`src/rtl/tmds_deser_1to10_align_pkg.sv`:
```
// tmds_deser_1to10_align_pkg: shared TMDS receive constants, lock-state enum and helpers.
package tmds_deser_1to10_align_pkg;
    localparam int TMDS_WORD_W = 10;
    localparam logic [TMDS_WORD_W-1:0] TMDS_CTRL_TOKEN0 = 10'h354;
    localparam logic [TMDS_WORD_W-1:0] TMDS_CTRL_TOKEN1 = 10'h0AB;
    localparam logic [TMDS_WORD_W-1:0] TMDS_CTRL_TOKEN2 = 10'h154;
    localparam logic [TMDS_WORD_W-1:0] TMDS_CTRL_TOKEN3 = 10'h2AB;

    typedef enum logic {SEARCH, LOCKED} lock_state_e;

    function automatic logic is_ctrl_token(input logic [TMDS_WORD_W-1:0] w);
        return (w == TMDS_CTRL_TOKEN0) || (w == TMDS_CTRL_TOKEN1) ||
               (w == TMDS_CTRL_TOKEN2) || (w == TMDS_CTRL_TOKEN3);
    endfunction

    function automatic logic [3:0] next_slip(input logic [3:0] s);
        return (s == 4'd9) ? 4'd0 : s + 4'd1;
    endfunction
endpackage

```
`src/rtl/tmds_deser_1to10_align_gearbox.sv`:
```
// tmds_word_gearbox: 2-bit-per-clock history and slip-indexed 10-bit word extraction,
// one word every 5 clocks.
module tmds_word_gearbox
    import tmds_deser_1to10_align_pkg::*;
(
    input  logic                   clk_i,
    input  logic                   rst_ni,
    input  logic                   din_h_i,
    input  logic                   din_l_i,
    input  logic [3:0]             slip_i,
    output logic [TMDS_WORD_W-1:0] dout_o,
    output logic                   dout_valid_o
);
    logic [2*TMDS_WORD_W-1:0] hist_q, hist_d;
    logic [2:0]               phase_q, phase_d;
    logic [TMDS_WORD_W-1:0]   dout_q, dout_d;
    logic                     dout_valid_q, dout_valid_d;

    // hist[0] is the oldest bit, so a right shift by slip puts the word's first bit at [0].
    always_comb begin
        hist_d       = {din_l_i, din_h_i, hist_q[2*TMDS_WORD_W-1:2]};
        phase_d      = (phase_q == 3'd4) ? 3'd0 : phase_q + 3'd1;
        dout_d       = (phase_q == 3'd4) ? TMDS_WORD_W'(hist_q >> slip_i) : dout_q;
        dout_valid_d = (phase_q == 3'd4);
    end

    always_ff @(posedge clk_i or negedge rst_ni) begin
        if (!rst_ni) begin
            hist_q       <= '0;
            phase_q      <= '0;
            dout_q       <= '0;
            dout_valid_q <= 1'b0;
        end else begin
            hist_q       <= hist_d;
            phase_q      <= phase_d;
            dout_q       <= dout_d;
            dout_valid_q <= dout_valid_d;
        end
    end

    assign dout_o       = dout_q;
    assign dout_valid_o = dout_valid_q;
endmodule

```
`src/rtl/tmds_deser_1to10_align.sv`:
```
// tmds_deser_1to10_align: TMDS lane deserializer with bit-slip word alignment on
// DVI control tokens and lock tracking.
module tmds_deser_1to10_align
    import tmds_deser_1to10_align_pkg::*;
#(
    parameter int TOKEN_RUN    = 8,
    parameter int SEARCH_WORDS = 16,
    parameter int LOSS_WORDS   = 16384
) (
    input  logic                   clkx5,
    input  logic                   rst_n,
    input  logic                   din_h,
    input  logic                   din_l,
    input  logic                   realign,
    output logic [TMDS_WORD_W-1:0] dout,
    output logic                   dout_valid,
    output logic                   locked,
    output logic                   token_det,
    output logic [3:0]             slip
);
    localparam int RUN_W  = $clog2(TOKEN_RUN) + 1;
    localparam int WORD_W = $clog2(SEARCH_WORDS) + 1;
    localparam int LOSS_W = $clog2(LOSS_WORDS) + 1;
    localparam logic [RUN_W-1:0]  RUN_LAST  = RUN_W'(TOKEN_RUN - 1);
    localparam logic [WORD_W-1:0] WORD_LAST = WORD_W'(SEARCH_WORDS - 1);
    localparam logic [LOSS_W-1:0] LOSS_LAST = LOSS_W'(LOSS_WORDS - 1);

    lock_state_e       state_q, state_d;
    logic [RUN_W-1:0]  run_q, run_d;
    logic [WORD_W-1:0] word_q, word_d;
    logic [LOSS_W-1:0] loss_q, loss_d;
    logic [3:0]        slip_q, slip_d;

    tmds_word_gearbox u_gearbox (
        .clk_i       (clkx5),
        .rst_ni      (rst_n),
        .din_h_i     (din_h),
        .din_l_i     (din_l),
        .slip_i      (slip_q),
        .dout_o      (dout),
        .dout_valid_o(dout_valid)
    );

    assign token_det = is_ctrl_token(dout);
    assign locked    = (state_q == LOCKED);
    assign slip      = slip_q;

    // realign wins over any lock/loss decision taken on the same strobe.
    always_comb begin
        state_d = state_q;
        run_d   = run_q;
        word_d  = word_q;
        loss_d  = loss_q;
        slip_d  = slip_q;
        if (realign) begin
            state_d = SEARCH;
            run_d   = '0;
            word_d  = '0;
            loss_d  = '0;
            slip_d  = next_slip(slip_q);
        end else if (dout_valid && state_q == SEARCH) begin
            if (token_det) begin
                run_d   = (run_q == RUN_LAST) ? '0 : run_q + RUN_W'(1);
                state_d = (run_q == RUN_LAST) ? LOCKED : SEARCH;
            end else begin
                run_d  = '0;
                word_d = (word_q == WORD_LAST) ? '0 : word_q + WORD_W'(1);
                slip_d = (word_q == WORD_LAST) ? next_slip(slip_q) : slip_q;
            end
        end else if (dout_valid) begin
            if (token_det) begin
                loss_d = '0;
            end else if (loss_q == LOSS_LAST) begin
                state_d = SEARCH;
                run_d   = '0;
                word_d  = '0;
                loss_d  = '0;
            end else begin
                loss_d = loss_q + LOSS_W'(1);
            end
        end
    end

    always_ff @(posedge clkx5 or negedge rst_n) begin
        if (!rst_n) begin
            state_q <= SEARCH;
            run_q   <= '0;
            word_q  <= '0;
            loss_q  <= '0;
            slip_q  <= '0;
        end else begin
            state_q <= state_d;
            run_q   <= run_d;
            word_q  <= word_d;
            loss_q  <= loss_d;
            slip_q  <= slip_d;
        end
    end
endmodule

```
`config.mk`:
```
export PLATFORM = sky130hd
export DESIGN_NAME = tmds_deser_1to10_align
export DESIGN_NICKNAME = d
export VERILOG_FILES = /design/src/rtl/tmds_deser_1to10_align_pkg.sv /design/src/rtl/tmds_deser_1to10_align_gearbox.sv /design/src/rtl/tmds_deser_1to10_align.sv
export SDC_FILE = /design/constraint.sdc
export NUM_CORES = 1
export LEC_CHECK = 0
export CAP_MARGIN = 15
export CORE_ASPECT_RATIO = 0.75
export CORE_MARGIN = 3
export CORE_UTILIZATION = 47
export CTS_CLUSTER_DIAMETER = 50
export CTS_CLUSTER_SIZE = 28
export DETAILED_ROUTE_END_ITERATION = 10
export PLACE_DENSITY = 0.77
export RECOVER_POWER = 25
export SYNTH_ARGS = -nofsm -noshare
export SYNTH_HDL_FRONTEND = slang
export SYNTH_SLANG_ARGS = --single-unit
export TNS_END_PERCENT = 30
```
`constraint.sdc`:
```
create_clock -name clkx5 -period 5.15 [get_ports clkx5]
set_clock_uncertainty 0.1 [all_clocks]
set_input_delay 1.03 -clock clkx5 [delete_from_list [all_inputs] [get_ports clkx5]]
set_output_delay 1.03 -clock clkx5 [all_outputs]
set_load 0.01 [all_outputs]
```
Word level (Yosys, flattened, before mapping)
Cells that the tools add are included.
{ "op_classes": {"reduce_logical": 14, "eq_ne": 16, "n_addsub": 5, "bitwise": 1, "n_mux": 32, "n_shift": 1} }
{ "ops": {"columns": ["operator", "n"], "rows": [
  ["2-to-1 mux 15 bit", 5],
  ["2-to-1 mux 4 bit", 12],
  ["2-to-1 mux 5 bit", 7],
  ["== test 10 bit (second input constant)", 2],
  ["right shift 20 x 4 -> 10 bit", 1],
  ["adder 15 x 1 -> 15 bit (second input constant)", 1],
  ["== test 15 x 14 -> 1 bit (second input constant)", 1],
  ["== test 10 x 8 -> 1 bit (second input constant)", 1],
  ["== test 10 x 9 -> 1 bit (second input constant)", 1],
  ["inequality test 3 bit (second input constant)", 3],
  ["adder 4 x 1 -> 4 bit (second input constant)", 2],
  ["AND reduction 4 bit", 2],
  ["2-to-1 mux 1 bit", 7],
  ["AND reduction 3 bit", 2],
  ["nonzero test 2 bit", 3],
  ["nonzero test 3 bit", 2],
  ["adder 5 x 1 -> 5 bit (second input constant)", 1],
  ["== test 5 x 4 -> 1 bit (second input constant)", 1],
  ["== test 4 x 3 -> 1 bit (second input constant)", 1],
  ["== test 4 bit (second input constant)", 1],
  ["inequality test 2 bit (second input constant)", 2],
  ["inequality test 4 bit (second input constant)", 1],
  ["adder 3 x 1 -> 3 bit (second input constant)", 1],
  ["== test 3 bit (second input constant)", 1],
  ["other kinds (6)", 8]
]} }
{ "word_totals": {"reg_bits": 63, "wordCells": 78, "out_inout_bits": 17} }

Logic depth before layout (Yosys ltp)
{ "depth": {"ltp_word": 8, "depth_mapped": 8, "ltp_nobuf": 6} }

By module
A second synthesis with hierarchy kept.
{ "hier_totals": {"hier_cells": 357, "hier_area_um2": 3651.0} }
{ "modules_own_cells": {"columns": ["mod", "cells_per_inst", "area_per_inst_um2", "n_inst", "seq_area_each_um2"], "rows": [
  ["tmds_word_gearbox", 163, 1925.6, 1, 850.8],
  ["tmds_deser_1to10_align", 194, 1725.4, 1, 725.7]
]} }

Worst setup path after synthesis
No wires, ideal clock.
{ "synth_path": {"path_type": "flip-flop to output port", "start": "register u_gearbox.dout_q[6], in the netlist u_gearbox.dout_o[6]", "end": "output token_det", "path_stages_with_launch": 3, "slack_ns": 2.787, "n_path_buf": 0, "required_time_ns": 4.020, "arrival_time_ns": 1.233, "cell_sequence": "dfrtp_1 -> or2_1 -> o41ai_1"} }
{ "synth_via": {"elab_chain_len": 4, "word_cells_on_any_way": 7} }
{ "synth_lines": {"columns": ["item", "line", "text"], "rows": [
  ["from (decl)", "tmds_deser_1to10_align_gearbox.sv:16", "logic [TMDS_WORD_W-1:0] dout_q, dout_d;"],
  ["from (signal assigned)", "tmds_deser_1to10_align_gearbox.sv:36", "dout_q <= dout_d;"],
  ["== test 10 bit / == test 10 x 8 -> 1 bit (equally long branches)", "tmds_deser_1to10_align_pkg.sv:12", "return (w == TMDS_CTRL_TOKEN0) || (w == TMDS_CTRL_TOKEN1) ||"],
  ["logical OR 1 bit (2 in a row)", "tmds_deser_1to10_align_pkg.sv:12", null],
  ["logical OR 1 bit (*)", "tmds_deser_1to10_align_pkg.sv:13", "(w == TMDS_CTRL_TOKEN2) || (w == TMDS_CTRL_TOKEN3);"],
  ["to (decl)", "tmds_deser_1to10_align.sv:18", "output logic token_det,"]
]} }
Mark *: on every way between the ends. The rest lies on a longest branch, timed or not.

Worst setup path in the final report
{ "layout_path": {"start": "register u_gearbox.dout_q[5], in the netlist u_gearbox.dout_o[5]", "end": "output token_det"} }
Same word-level chain as after synthesis.

==> results.txt <==
Die W -> 104 um
Drt drc -> 0
Fin. max-slew vios -> 0
Via-to-Cell Ratio -> 5.75
First-pass GRT wire length -> 12000 um
GPL Wtd Cong -> 0.879
Setup TNS -> 0 ns
Postcts setup bufs -> 0
Share of layout cells above drive strength 1 -> 11.6%
Arrival time at the worst endpoint -> 2.17 ns
Routed Wire Length -> 6960 um
Post-synthesis cell count -> 303
Area Overhead vs Synth -> 12.4%
Nets -> 334
Area contributors post-synth -> dfrtp_1 (46%), mux4_2 (5.3%), mux4_1 (4.6%)
Initial DRC Count -> 198
Worst skew pair latency -> 0.34 ns
Die area -> 8350 um^2
Post-DP HPWL -> 4830 um
Clk root buf -> clkbuf_8
Critical path origin -> u_gearbox.dout_o[5]$_DFFE_PN0P_
Final ANT Viol Nets -> 0
Synthesized area per cell -> 11.3 um^2
Post-CTS resize count -> 0
Gr ovfl total -> 0
CP cell instances -> nor4bb_1 -> nand4_1 -> o41ai_1 -> clkdlybuf4s50_1
Synth unique cells -> 57
Diode count -> 0
Sequential cell area fraction in the yosys report -> 46.1%
RR Startpoint -> slip[0]$_DFFE_PN0P_
Min Tclk post-route -> 3.30 ns
Fill cells -> 593
Storage element area -> 1580 um^2
Hold Crit Start -> u_gearbox.hist_q[7]$_DFF_PN0_
Slowest Stage Delay on Critical Path -> 0.61 ns
R2R depth -> 3
Die Ht -> 79.9 um
Initial Utilization -> 49.3%
CP max FO -> 5
Tot GR Track Use -> 18.0%
Yosys warnings -> 0
Fin area -> 3840 um^2
Leak -> 0.00163 uW
Worst-Margin Slew -> 0.987 ns
IO Port Bufs -> 21
Rows -> 26
Main synth FF type -> dfrtp_1
CTS tree -> yes
Kind of critical path -> reg -> out
Cts hold-fix bufs -> 0
Mapped Area -> 3420 um^2
Max IR drop VDD -> 0.000187 V
# setup viols final -> 0
Power Total -> 1790 uW
Seq cells post-synth -> 63
PD cells -> 467 nW/um^2
RSZ-0062 raised after global routing -> false
WP data required -> 4.02 ns
TritonRoute pass-1 iters -> 4
Initial antenna violation count -> 0
Crit. End Element -> primary output
Hold_ws -> 0.321 ns
Max-Slew Margin vs Limit -> 34.2%
CTS buffer count -> 9
Largest net degree at the start of global routing -> 64
Core ar. -> 6930 um^2
CTS sink count -> 63
Max Clock Freq -> 0.303 GHz
Yosys top cell area share -> 46.1%
Max cap viols -> 0
Leading area contributor after synthesis -> dfrtp_1
Status -> complete, no violations
Footprint of the multi-input gates -> 1700 um^2
Hold Fails Final Rpt -> 0
Post-Syn Nets -> 313
Routed len/inst -> 16.3 um
Crit path max-delay cell type -> clkdlybuf4s50_1
Asr flop ratio synth -> 100%
Num ports -> 22
Max Root-Sink Buffers -> 2
Clock-pin slew on the worst setup and hold paths -> 0.07 ns
Number of synthesized flops with an enable pin -> 0
Placed Area -> 3650 um^2
Hold crit path type -> reg -> reg
Hold path depth -> 0
H-Tree Depth -> 3
Period utilization -> 64.1%
CP startpoint kind -> register
Vias in the first global route -> 2456
Via count -> 2449
## path summary, 6_finish.rpt
| check | endpoint | slack [ns] |
|---|---|---|
| worst max-delay path | token_det | 1.85 |
| worst min-delay path | u_gearbox.hist_q[5]$_DFF_PN0_ | 0.32 |
| worst max register to register | u_gearbox.dout_o[4]$_DFFE_PN0P_ | 2.49 |
| worst min register to register | u_gearbox.hist_q[5]$_DFF_PN0_ | 0.32 |
| max in group asynchronous | u_gearbox.hist_q[15]$_DFF_PN0_ | 3.67 |
| min in group asynchronous | loss_q[3]$_DFFE_PN0P_ | 0.76 |
## layout make-up
| type | count | share of cell area, % |
|---|---|---|
| Sequential cell | 63 | 41.0 |
| Clock buffer | 12 | 4.04 |
| Timing Repair Buffer | 22 | 5.54 |
| Tap cell | 98 | 3.19 |
| Clock inverter | 3 | 1.11 |
| Inverter | 9 | 0.879 |
| Multi-Input combinational cell | 219 | 44.2 |
## kinds of logic (layout without fill, tap and decap cells)
| kind of cell | after synthesis | after routing | synth area share (%) |
|---|---|---|---|
| fa+ha+maj | 5 | 5 | 1.83 |
| compound gates | 59 | 59 | 11.9 |
| xor+xnor | 11 | 11 | 2.82 |
| mux | 36 | 36 | 16.7 |
| flops | 63 | 63 | 46.1 |
| simple gates | 108 | 108 | 16.6 |
| buf+inv | 21 | 46 | 4.13 |
## where the power goes
part / leakage [uW] / switching [uW] / total (uW) / internal (uW)
Clock: 0.0000985 / 187 / 433 / 247
Combinational: 0.000733 / 264 / 629 / 366
Sequential: 0.000798 / 167 / 731 / 564
Total: 0.00163 / 617 / 1790 / 1180
## metrics by stage
stage / worst slack (ns) / std cells / util, %
finish: 1.85 / 426 / 55.5
CTS: 1.85 / 426 / 55.5
detailed placement: 2.07 / 411 / 52.6
global route: 1.67 / 426 / 55.5
global placement: 2.13 / 411 / 52.6
floorplan: 2.79 / 303 / -
## sequential cells by signal (all words and copies together) (netlist names)
register                flops
u_gearbox.hist_q           20
loss_q                     15
u_gearbox.dout_o           10
word_q                      5
run_q                       4
slip                        4
u_gearbox.phase_q           3
locked                      1
u_gearbox.dout_valid_o      1
## worst max-delay path, delay by kind of cell (launching register included)
family / cells / cell delay, ns
flip-flops: 1 / 0.41
AND/OR/NAND/NOR: 2 / 0.65
AO/OA/AOI/OAI: 1 / 0.16
buffers and inverters: 1 / 0.61
## Yosys cell counts, drive strengths merged (3+ instances only)
cell type and count:
dfrtp 63, a22o 3, nand2 28, nand4 4
o21ai 13, a31oi 3, xor2 6, mux2 10
nor3 6, a21o 3, and3 3, nor2 31
nor4 4, mux4 14, o41ai 3, o31ai 4
xnor2 5, inv 9, a21oi 11, o32ai 3
nor2b 4, ha 5, buf 3, or4 3
nand3 8, mux2i 12, clkbuf 9, nand2b 7
## cells in the final DEF, fill, tap and decap left out, drive strengths merged, types with 4 or more instances in the layout
cell type      Yosys  layout
a21oi             11      11
clkbuf             9      12
clkdlybuf4s50      0      18
dfrtp             63      63
ha                 5       5
inv                9       9
mux2              10      10
mux2i             12      12
mux4              14      14
nand2             28      28
nand2b             7       7
nand3              8       8
nand4              4       4
nor2              31      31
nor2b              4       4
nor3               6       6
nor4               4       4
o21ai             13      13
o31ai              4       4
xnor2              5       5
xor2               6       6
## metal layers
metal  GRT usage, %  wire (um)  vias to the layer above
met5              0          0                        -
met4           5.58         84                        0
met3           4.12        370                        9
met2           27.5       2960                       61
met1           25.6       3540                     1202
li1               -          -                     1177
Note: power is estimated with default switching activity, not from simulation.
